`config.mk`:
```
export PLATFORM = sky130hd
export DESIGN_NAME = la_add_seq_flat
export DESIGN_NICKNAME = d
export VERILOG_FILES = /design/src/rtl/la_add_seq_pkg.sv /design/src/rtl/la_add_seq_if.sv /design/src/rtl/la_add_seq_slice.sv /design/src/rtl/la_add_seq.sv /design/src/flat_wrapper.sv
export SDC_FILE = /design/constraint.sdc
export NUM_CORES = 1
export LEC_CHECK = 0
export ABC_AREA = 1
export CAP_MARGIN = 20
export CELL_PAD_IN_SITES_DETAIL_PLACEMENT = 0
export CELL_PAD_IN_SITES_GLOBAL_PLACEMENT = 1
export CORE_MARGIN = 2
export CORE_UTILIZATION = 34
export CTS_CLUSTER_SIZE = 10
export DETAILED_ROUTE_END_ITERATION = 6
export PLACE_DENSITY_LB_ADDON = 0.1
export SYNTH_ARGS = -nofsm -noshare
export SYNTH_HDL_FRONTEND = slang
export SYNTH_SLANG_ARGS = --single-unit
```
`constraint.sdc`:
```
create_clock -name clk -period 2.41 [get_ports clk]
set_input_delay 0.3615 -clock clk [delete_from_list [all_inputs] [get_ports clk]]
set_output_delay 0.3615 -clock clk [all_outputs]
set_load 0.1 [all_outputs]
```
`src/rtl/la_add_seq_pkg.sv`:
```
// rtl/la_add_seq_pkg.sv - shared state encodings and default sizing for the sequential lookahead adder
package la_pkg;

    localparam int LA_WIDTH = 32;
    localparam int LA_SLICE = 4;

    typedef enum logic [1:0] {
        IDLE = 2'd0,
        RUN  = 2'd1,
        DONE = 2'd2
    } state_t;

endpackage

```
`src/rtl/la_add_seq_if.sv`:
```
// rtl/la_add_seq_if.sv - request/result handshake bundle for la_add_seq; port sub exists only with LA_ADD_SEQ_SUB_EN
interface la_add_seq_if #(
    parameter int WIDTH = la_pkg::LA_WIDTH
) ();
    logic             in_valid;
    logic             in_ready;
    logic [WIDTH-1:0] a;
    logic [WIDTH-1:0] b;
    logic             cin;
`ifdef LA_ADD_SEQ_SUB_EN
    logic             sub;
`endif
    logic             out_valid;
    logic             out_ready;
    logic [WIDTH-1:0] sum;
    logic             cout;
    logic             ovf;

    modport master (
`ifdef LA_ADD_SEQ_SUB_EN
        output sub,
`endif
        output in_valid, a, b, cin, out_ready,
        input  in_ready, out_valid, sum, cout, ovf
    );

    modport slave (
`ifdef LA_ADD_SEQ_SUB_EN
        input  sub,
`endif
        input  in_valid, a, b, cin, out_ready,
        output in_ready, out_valid, sum, cout, ovf
    );
endinterface

```
`src/rtl/la_add_seq_slice.sv`:
```
// rtl/la_add_seq_slice.sv - combinational SLICE-bit carry-lookahead adder (la_slice)
module la_slice #(
    parameter int SLICE = la_pkg::LA_SLICE
) (
    input  logic [SLICE-1:0] a,
    input  logic [SLICE-1:0] b,
    input  logic             cin,
    output logic [SLICE-1:0] sum,
    output logic             gp,
    output logic             gg,
    output logic             cout
);
    logic [SLICE-1:0] p;
    logic [SLICE-1:0] g;
    logic [SLICE-1:0] gen_v;
    logic [SLICE-1:0] prop_v;
    logic [SLICE:0]   c;

    // Each carry is the flattened sum-of-products g[i] | p[i]g[i-1] | ... | p[i..0]cin.
    always_comb begin
        p      = a ^ b;
        g      = a & b;
        gen_v  = '0;
        prop_v = '0;
        c      = '0;
        c[0]   = cin;
        for (int i = 0; i < SLICE; i++) begin
            logic gen_t;
            logic prop_t;
            gen_t  = g[i];
            prop_t = p[i];
            for (int j = i - 1; j >= 0; j--) begin
                gen_t  = gen_t | (prop_t & g[j]);
                prop_t = prop_t & p[j];
            end
            gen_v[i]  = gen_t;
            prop_v[i] = prop_t;
            c[i+1]    = gen_t | (prop_t & cin);
        end
        sum  = p ^ c[SLICE-1:0];
        gp   = prop_v[SLICE-1];
        gg   = gen_v[SLICE-1];
        cout = c[SLICE];
    end
endmodule

```
`src/rtl/la_add_seq.sv`:
```
// rtl/la_add_seq.sv - sequential adder reusing one lookahead slice per cycle; subtract mode via LA_ADD_SEQ_SUB_EN
module la_add_seq
    import la_pkg::*;
#(
    parameter int WIDTH = LA_WIDTH,
    parameter int SLICE = LA_SLICE
) (
    input  logic         clk,
    input  logic         rst_n,
    la_add_seq_if.slave  bus
);
    localparam int NSL   = WIDTH / SLICE;
    localparam int IDX_W = (NSL > 1) ? $clog2(NSL) : 1;
    localparam logic [IDX_W-1:0] LAST_IDX = IDX_W'(NSL - 1);

    state_t             state_q, state_d;
    logic [IDX_W-1:0]   idx_q, idx_d;
    logic [WIDTH-1:0]   a_q, a_d;
    logic [WIDTH-1:0]   b_q, b_d;
    logic [WIDTH-1:0]   sum_q, sum_d;
    logic               carry_q, carry_d;
    logic               cout_q, cout_d;
    logic               ovf_q, ovf_d;

    logic [SLICE-1:0]   op_a, op_b, sl_sum;
    logic               sl_gp, sl_gg, sl_cout;
    logic               accept;
    logic [WIDTH-1:0]   b_in;
    logic               cin_in;

    assign op_a   = a_q[idx_q*SLICE +: SLICE];
    assign op_b   = b_q[idx_q*SLICE +: SLICE];
    assign accept = (state_q == IDLE) && bus.in_valid;

    // Subtraction folds into the add as a + ~b + 1, so the datapath never changes.
`ifdef LA_ADD_SEQ_SUB_EN
    assign b_in   = bus.sub ? ~bus.b : bus.b;
    assign cin_in = bus.sub ? 1'b1 : bus.cin;
`else
    assign b_in   = bus.b;
    assign cin_in = bus.cin;
`endif

    la_slice #(.SLICE(SLICE)) u_slice (
        .a    (op_a),
        .b    (op_b),
        .cin  (carry_q),
        .sum  (sl_sum),
        .gp   (sl_gp),
        .gg   (sl_gg),
        .cout (sl_cout)
    );

    always_ff @(posedge clk or negedge rst_n) begin
        if (!rst_n) begin
            state_q <= IDLE;
            idx_q   <= '0;
            a_q     <= '0;
            b_q     <= '0;
            sum_q   <= '0;
            carry_q <= 1'b0;
            cout_q  <= 1'b0;
            ovf_q   <= 1'b0;
        end else begin
            state_q <= state_d;
            idx_q   <= idx_d;
            a_q     <= a_d;
            b_q     <= b_d;
            sum_q   <= sum_d;
            carry_q <= carry_d;
            cout_q  <= cout_d;
            ovf_q   <= ovf_d;
        end
    end

    always_comb begin
        state_d = state_q;
        case (state_q)
            IDLE:    if (bus.in_valid) state_d = RUN;
            RUN:     if (idx_q == LAST_IDX) state_d = DONE;
            DONE:    if (bus.out_ready) state_d = IDLE;
            default: state_d = IDLE;
        endcase
    end

    always_comb begin
        idx_d   = idx_q;
        a_d     = a_q;
        b_d     = b_q;
        sum_d   = sum_q;
        carry_d = carry_q;
        cout_d  = cout_q;
        ovf_d   = ovf_q;
        if (accept) begin
            idx_d   = '0;
            a_d     = bus.a;
            b_d     = b_in;
            carry_d = cin_in;
            sum_d   = '0;
            cout_d  = 1'b0;
            ovf_d   = 1'b0;
        end else if (state_q == RUN) begin
            sum_d[idx_q*SLICE +: SLICE] = sl_sum;
            carry_d = sl_cout;
            idx_d   = idx_q + 1'b1;
            if (idx_q == LAST_IDX) begin
                cout_d = sl_cout;
                // Carry into the MSB is recovered from its sum bit: s = a ^ b ^ c.
                ovf_d  = sl_sum[SLICE-1] ^ op_a[SLICE-1] ^ op_b[SLICE-1] ^ sl_cout;
            end
        end
    end

    always_comb begin
        bus.in_ready  = (state_q == IDLE);
        bus.out_valid = (state_q == DONE);
        bus.sum       = sum_q;
        bus.cout      = cout_q;
        bus.ovf       = ovf_q;
    end
endmodule

```
`src/flat_wrapper.sv`:
```
// flat-port wrapper written by rule: the top's interface ports become plain ports
module la_add_seq_flat import la_pkg::*;
#(
    parameter int WIDTH = LA_WIDTH,
    parameter int SLICE = LA_SLICE
)
  (clk, rst_n, bus_in_valid, bus_a, bus_b, bus_cin, bus_out_ready, bus_in_ready, bus_out_valid, bus_sum, bus_cout, bus_ovf);
  la_add_seq_if #(.WIDTH(WIDTH)) bus_i ();
  input  logic clk;
  input  logic rst_n;
  input wire logic [$bits(bus_i.in_valid)-1:0] bus_in_valid;
  input wire logic [$bits(bus_i.a)-1:0] bus_a;
  input wire logic [$bits(bus_i.b)-1:0] bus_b;
  input wire logic [$bits(bus_i.cin)-1:0] bus_cin;
  input wire logic [$bits(bus_i.out_ready)-1:0] bus_out_ready;
  output wire logic [$bits(bus_i.in_ready)-1:0] bus_in_ready;
  output wire logic [$bits(bus_i.out_valid)-1:0] bus_out_valid;
  output wire logic [$bits(bus_i.sum)-1:0] bus_sum;
  output wire logic [$bits(bus_i.cout)-1:0] bus_cout;
  output wire logic [$bits(bus_i.ovf)-1:0] bus_ovf;
  assign bus_i.in_valid = bus_in_valid;
  assign bus_i.a = bus_a;
  assign bus_i.b = bus_b;
  assign bus_i.cin = bus_cin;
  assign bus_i.out_ready = bus_out_ready;
  assign bus_in_ready = bus_i.in_ready;
  assign bus_out_valid = bus_i.out_valid;
  assign bus_sum = bus_i.sum;
  assign bus_cout = bus_i.cout;
  assign bus_ovf = bus_i.ovf;
  la_add_seq #(.WIDTH(WIDTH), .SLICE(SLICE)) u_core (.clk(clk), .rst_n(rst_n), .bus(bus_i));
endmodule
```
; Word level (Yosys, flattened, before mapping)
; Cells that the tools add are included.
[op_classes]
n_div = 0
add_sub_neg = 2
n_mul = 0
bitwise = 32
n_reduce_logical = 6
n_shift = 4
magnitude_cmp = 0
n_eq_ne = 6
n_mux = 17
[op_table]
columns = op, count
row1 = $mux W32, 2
row2 = $shiftx A32 B6 Y4, 2
row3 = $neg A5 Y34, 1
row4 = $shift A4 B34 Y32 const A, 1
row5 = $shiftx A4 B34 Y32, 1
row6 = $bwmux W32, 1
row7 = $and A1 B1 Y1, 16
row8 = $or A1 B1 Y1, 10
row9 = $mux W1, 8
row10 = $xor A4 B4 Y4, 2
row11 = $mux W2, 3
row12 = $mux W3, 2
row13 = $pmux W2 S3, 1
row14 = $and A4 B4 Y4, 1
row15 = $ne A2 B2 Y1 const B, 2
row16 = $reduce_bool A2 Y1, 2
row17 = $add A3 B1 Y3 const B, 1
row18 = $eq A3 B3 Y1 const B, 1
row19 = $reduce_and A3 Y1, 1
row20 = $xor A1 B1 Y1, 3
row21 = $eq A2 B1 Y1 const B, 1
row22 = $eq A2 B2 Y1 const B, 1
row23 = $logic_not A2 Y1, 1
row24 = $ne A2 B1 Y1 const B, 1
row25 = 2 further kinds, 2
[word_totals]
ram_bits = 0
input_bits = 69
mem_bits_ro = 0
regBits = 104
latchBits = 0
out_inout_bits = 36
n_memories = 0

; Logic depth before layout (Yosys ltp)
[depth]
word_depth = 13
mapped_depth = 20

; Cells and area by module
; A second synthesis with hierarchy kept.
[hier_totals]
hier_cells = 664
hier_area_um2 = 5196.2
[modules_own_cells]
columns = module, area_each_um2, cells_each, instances
row1 = la_add_seq, 4969.8, 624, 1
row2 = la_slice, 226.5, 40, 1

; Worst setup path after synthesis
; OpenSTA, ideal clock, no wires.
[synth_path]
kind = reg2reg
from = reg u_core.state_q[0]
to = reg u_core.b_q[19]
t_required_ns = 2.284
setup_ns = 0.126
setup_slack_ns = -0.187
stages_incl_launch_ff = 7
t_arrival_ns = 2.471
path_cell_list = dfrtp_1 > nor2_1 > nand2_2 > inv_2 > buf_4 > buf_2 > o21ai_0
[synth_via]
elab_chain_cells = 2
[synth_rtl]
columns = item, line_no
row1 = "start, declared", la_add_seq.sv:16  ; state_t state_q, state_d;
row2 = "start signal, assigned", la_add_seq.sv:65  ; state_q <= state_d;
row3 = $logic_not A2 Y1, n/a
row4 = net bus_in_ready, flat_wrapper.sv:16  ; output wire logic [$bits(bus_i.in_ready)-1:0] bus_in_ready;
row5 = $logic_and A1 B1 Y1, la_add_seq.sv:33  ; assign accept = (state_q == IDLE) && bus.in_valid;
row6 = "end signal, assigned", la_add_seq.sv:59  ; b_q <= '0;
row7 = "end signal, assigned", la_add_seq.sv:68  ; b_q <= b_d;
row8 = "end, declared", la_add_seq.sv:19  ; logic [WIDTH-1:0] b_q, b_d;
; The timed path passes the listed nets, and every way through them passes these cells.
; A chain may end at the register's enable or synchronous reset.

; Worst setup path in the final report
[layout_path]
from = reg u_core.idx_q[0]
to = reg u_core.ovf_q, in the netlist u_core.bus.ovf
[layout_via]
elab_chain_cells = 13
word_cells_on_any_way = 33
[layout_rtl]
columns = item, line_no
row1 = "start, declared", la_add_seq.sv:17  ; logic [IDX_W-1:0] idx_q, idx_d;
row2 = "start signal, assigned", la_add_seq.sv:66  ; idx_q <= idx_d;
row3 = "$shiftx A32 B6 Y4, on equally long branches", "la_add_seq.sv:31, la_add_seq.sv:32"
row4 = $xor A4 B4 Y4 / $and A4 B4 Y4 (equally long branches), "la_add_seq_slice.sv:21, la_add_seq_slice.sv:22"
row5 = "$and A1 B1 Y1, on equally long branches", "la_add_seq_slice.sv:33, la_add_seq_slice.sv:34"
row6 = $or A1 B1 Y1 (tied with other cells), la_add_seq_slice.sv:33  ; gen_t = gen_t | (prop_t & g[j]);
row7 = $or A1 B1 Y1 / $and A1 B1 Y1 (equally long branches), "la_add_seq_slice.sv:33, la_add_seq_slice.sv:38"
row8 = $or A1 B1 Y1, la_add_seq_slice.sv:38  ; c[i+1] = gen_t | (prop_t & cin);
row9 = $xor A4 B4 Y4, la_add_seq_slice.sv:40  ; sum = p ^ c[SLICE-1:0];
row10 = $xor A1 B1 Y1 (3 in series), la_add_seq.sv:109  ; ovf_d = sl_sum[SLICE-1] ^ op_a[SLICE-1] ^ op_b[SLICE-1] ^ sl_cout;
row11 = $mux W1, la_add_seq.sv:106  ; if (idx_q == LAST_IDX) begin
row12 = $mux W1, la_add_seq.sv:102  ; end else if (state_q == RUN) begin
row13 = $mux W1, la_add_seq.sv:94  ; if (accept) begin
row14 = "end signal, assigned", la_add_seq.sv:72  ; ovf_q <= ovf_d;
row15 = "end, declared", la_add_seq.sv:23  ; logic ovf_q, ovf_d;
; Parallel ways exist; a longest one is shown, timed or not. The select of a mux whose other input is x is not followed.

==> flow_summary.ini <==
[outcome]
outcome = complete, but fails checks
violations = negative setup slack

[hold_path]
min_path_type = input port to asynchronous set/reset pin

[synthesis]
synth_edf_count = 0
yosysSeqAreaShare_pct = 50.97
synthCells = 640
synthFlopType = dfrtp_1
avgSynthCellArea_sq_um = 7.978
ys_warn_count = 0
async_flop_share_pct = 100.0
ys_types = 34
ys_seq_elements = 104
syn_nets = 722
netlist_area_sq_um = 5106

[placement]
place_congestion = 0.7932
dp_hpwl_um = 9541
io_buffer_count = 104

[worst_setup_path]
reg2reg_depth = 17
reg2reg_from = u_core.idx_q[0]
reg2reg_slack_ns = -0.009
cp_max_fo = 5
worstPathRequired_ns = 2.70
critPathKind = flip-flop to flip-flop
cp.arrival_ns = 2.71
startpoint_type = flip-flop
end_kind = flip-flop
worstReg2RegEnd = u_core.bus.ovf

[layout]
n_antenna_cell = 0
nNetsFinal = 849
nFillCells = 1448
area_growth_syn_to_layout_pct = 37.44
layout-drive-gt1-share_pct = 20.08

[cts]
clk_pin_slew_ns = 0.07
cts_tree = yes
root_buffer = clkbuf_16
cts.sinks = 104
clk_path_buf_depth = 2
clk_latency_ns = 0.35
h-tree-depth = 3
cts-buffers-inserted = 9

[sta]
setup_violations = 3
final.min_clock_period_ns = 2.419
slew_violations = 0
clock_skew_ns = 0.008861
slew_headroom_pct = 63.12
finalHoldViolations = 0
fmax_ghz = 0.4133
rsz0062_at_grt = true
fin_setup_tns_ns = -0.02102
tightest_slew_ns = 0.5531
period_share_pct = 100.4
finalWorstSetupSlack_ns = -0.009407

[floorplanning]
initial_core_util_pct = 35.00
die_area_sq_um = 16010
die_x_um = 126.6
std_cell_rows = 44
die_y_um = 126.6
io-pin-count = 105
core_area_sq_um = 14590

[drt]
wl_met2_um = 6632
top_layer_used = met4
wl_per_cell_um = 13.99
wl_met3_um = 477
via_per_inst = 4.749
vias = 4540
drt-met1-wl_um = 6075
drt_iter0_drc = 226
drc = 0
drt_pass1_iterations = 4
routed_wl_um = 13380
ant_nets = 0

[global_routing]
grt_max_degree = 105
grt-ovfl-total = 0
first_global_vias = 4494
antenna_found_initial = 0
grt_pass1_wl_um = 21940
track_usage_pct = 17.12

[run]
drv_cap = 0
[worst max-delay path by stage]
stage / start / endpoint / slack, ns / cells after the start
3_3_place_gp: u_core.idx_q[0] / u_core.bus.ovf / 0.01 / 17
2_1_floorplan: u_core.idx_q[0] / u_core.bus.sum[15] / 0.003 / 17
3_5_place_dp: u_core.idx_q[1] / u_core.bus.sum[10] / -0.07 / 12
4_1_cts: u_core.idx_q[0] / u_core.bus.ovf / 0.002 / 15
6_report: u_core.idx_q[0] / u_core.bus.ovf / -0.009 / 17
5_1_grt: u_core.idx_q[0] / u_core.bus.ovf / -0.19 / 17
[through the flow]
step           setup slack [ns]  cells  cell area, sq um  hold WS, ns  utilization, %
2_1_floorplan          0.002924    640              5109      0.06591               -
3_3_place_gp            0.01032    932              6397       0.4587           43.85
3_5_place_dp           -0.06608    932              6397       0.4614           43.85
4_1_cts                0.001796    952              6790      0.09826           46.54
5_1_grt                 -0.1930    956              7018       0.1271           48.10
6_report              -0.009407    956              7018      0.07538           48.10
[cell type report]
| type | count | area, sq um | area share (%) |
|---|---|---|---|
| Timing Repair inverter | 2 | 22.52 | 0.3209 |
| Timing Repair Buffer | 142 | 1294 | 18.43 |
| Tap cell | 184 | 230.2 | 3.280 |
| Sequential cell | 104 | 2605 | 37.12 |
| Clock buffer | 12 | 266.5 | 3.797 |
| Clock inverter | 4 | 27.53 | 0.3922 |
| Inverter | 44 | 175.2 | 2.496 |
| Multi-Input combinational cell | 464 | 2397 | 34.16 |
[sequential cells by signal (all words and copies together), names as in the netlist]
| name | cells |
|---|---|
| u_core.bus.sum | 32 |
| u_core.bus.ovf | 1 |
| u_core.bus.cout | 1 |
| u_core.b_q | 32 |
| u_core.state_q | 2 |
| u_core.idx_q | 3 |
| u_core.carry_q | 1 |
| u_core.a_q | 32 |
[layout by cell type (no fill, tap or decap), types with 4 or more instances in the layout]
cell / n
a31oi_1: 4
buf_4: 68
clkbuf_16: 9
clkdlybuf4s50_1: 67
dfrtp_1: 102
ha_1: 7
inv_1: 38
nand2_1: 228
nand2_2: 12
nand3_1: 46
nand4_1: 5
nor2_1: 47
nor2_2: 7
nor2_4: 4
o21ai_0: 40
o21ai_1: 22
o21ai_2: 12
o22ai_1: 5
[kinds of logic (layout without fill, tap and decap cells)]
kind of cell	after synthesis	in the layout	synth area share [%]
xor gates and xnor gates	2	2	0.3431
buffers and inverters	72	204	6.665
adders and majority gates	13	13	3.332
DFF	104	104	50.97
and+or+nand+nor	359	359	29.28
AOI/OAI and AO/OA	90	90	9.410
[layer usage]
metal / global-route usage, % / up-vias
li1: - / 2315
met1: 21.34 / 2137
met2: 30.01 / 75
met3: 3.290 / 13
met4: 5.301 / 0
met5: 0 / -
[worst max-delay path, stage by stage (launching register included)]
cell and delay (ns):
dfrtp_2 0.47, buf_8 0.17, inv_4 0.08, o21ai_0 0.07
o22ai_1 0.14, nor2_1 0.07, a31oi_1 0.16, ha_1 0.29
or2_1 0.25, nand2_2 0.09, nand2_2 0.08, nand2_2 0.10
nand2_4 0.07, nand2_1 0.06, nand2_1 0.06, nand2_1 0.08
nand3_1 0.06, nand2_1 0.06
[Yosys cell counts (5+ instances only)]
cell type / count / share of area, %
a31oi_1: 6 / 0.74
buf_2: 14 / 1.4
buf_4: 5 / 0.74
clkbuf_1: 5 / 0.37
dfrtp_1: 104 / 51
ha_1: 12 / 2.9
inv_1: 38 / 2.8
nand2_1: 238 / 17
nand3_1: 50 / 4.9
nand4_1: 5 / 0.61
nor2_1: 54 / 4.0
o21ai_0: 68 / 6.7
o21ai_1: 6 / 0.59
o22ai_1: 7 / 0.86
[what timing repair did]
item | 4_1_cts | 5_1_grt
hold buffers | 0 | 0
buffers inserted | 2 | 3
pin swaps | 8 | 29
resized for setup | 27 | 65
cloned | 2 | 1
endpoints found under the setup margin | 12 | 30
Power is not shown: default switching activity piles up to over one toggle a cycle in this logic, so the estimate is an artifact.
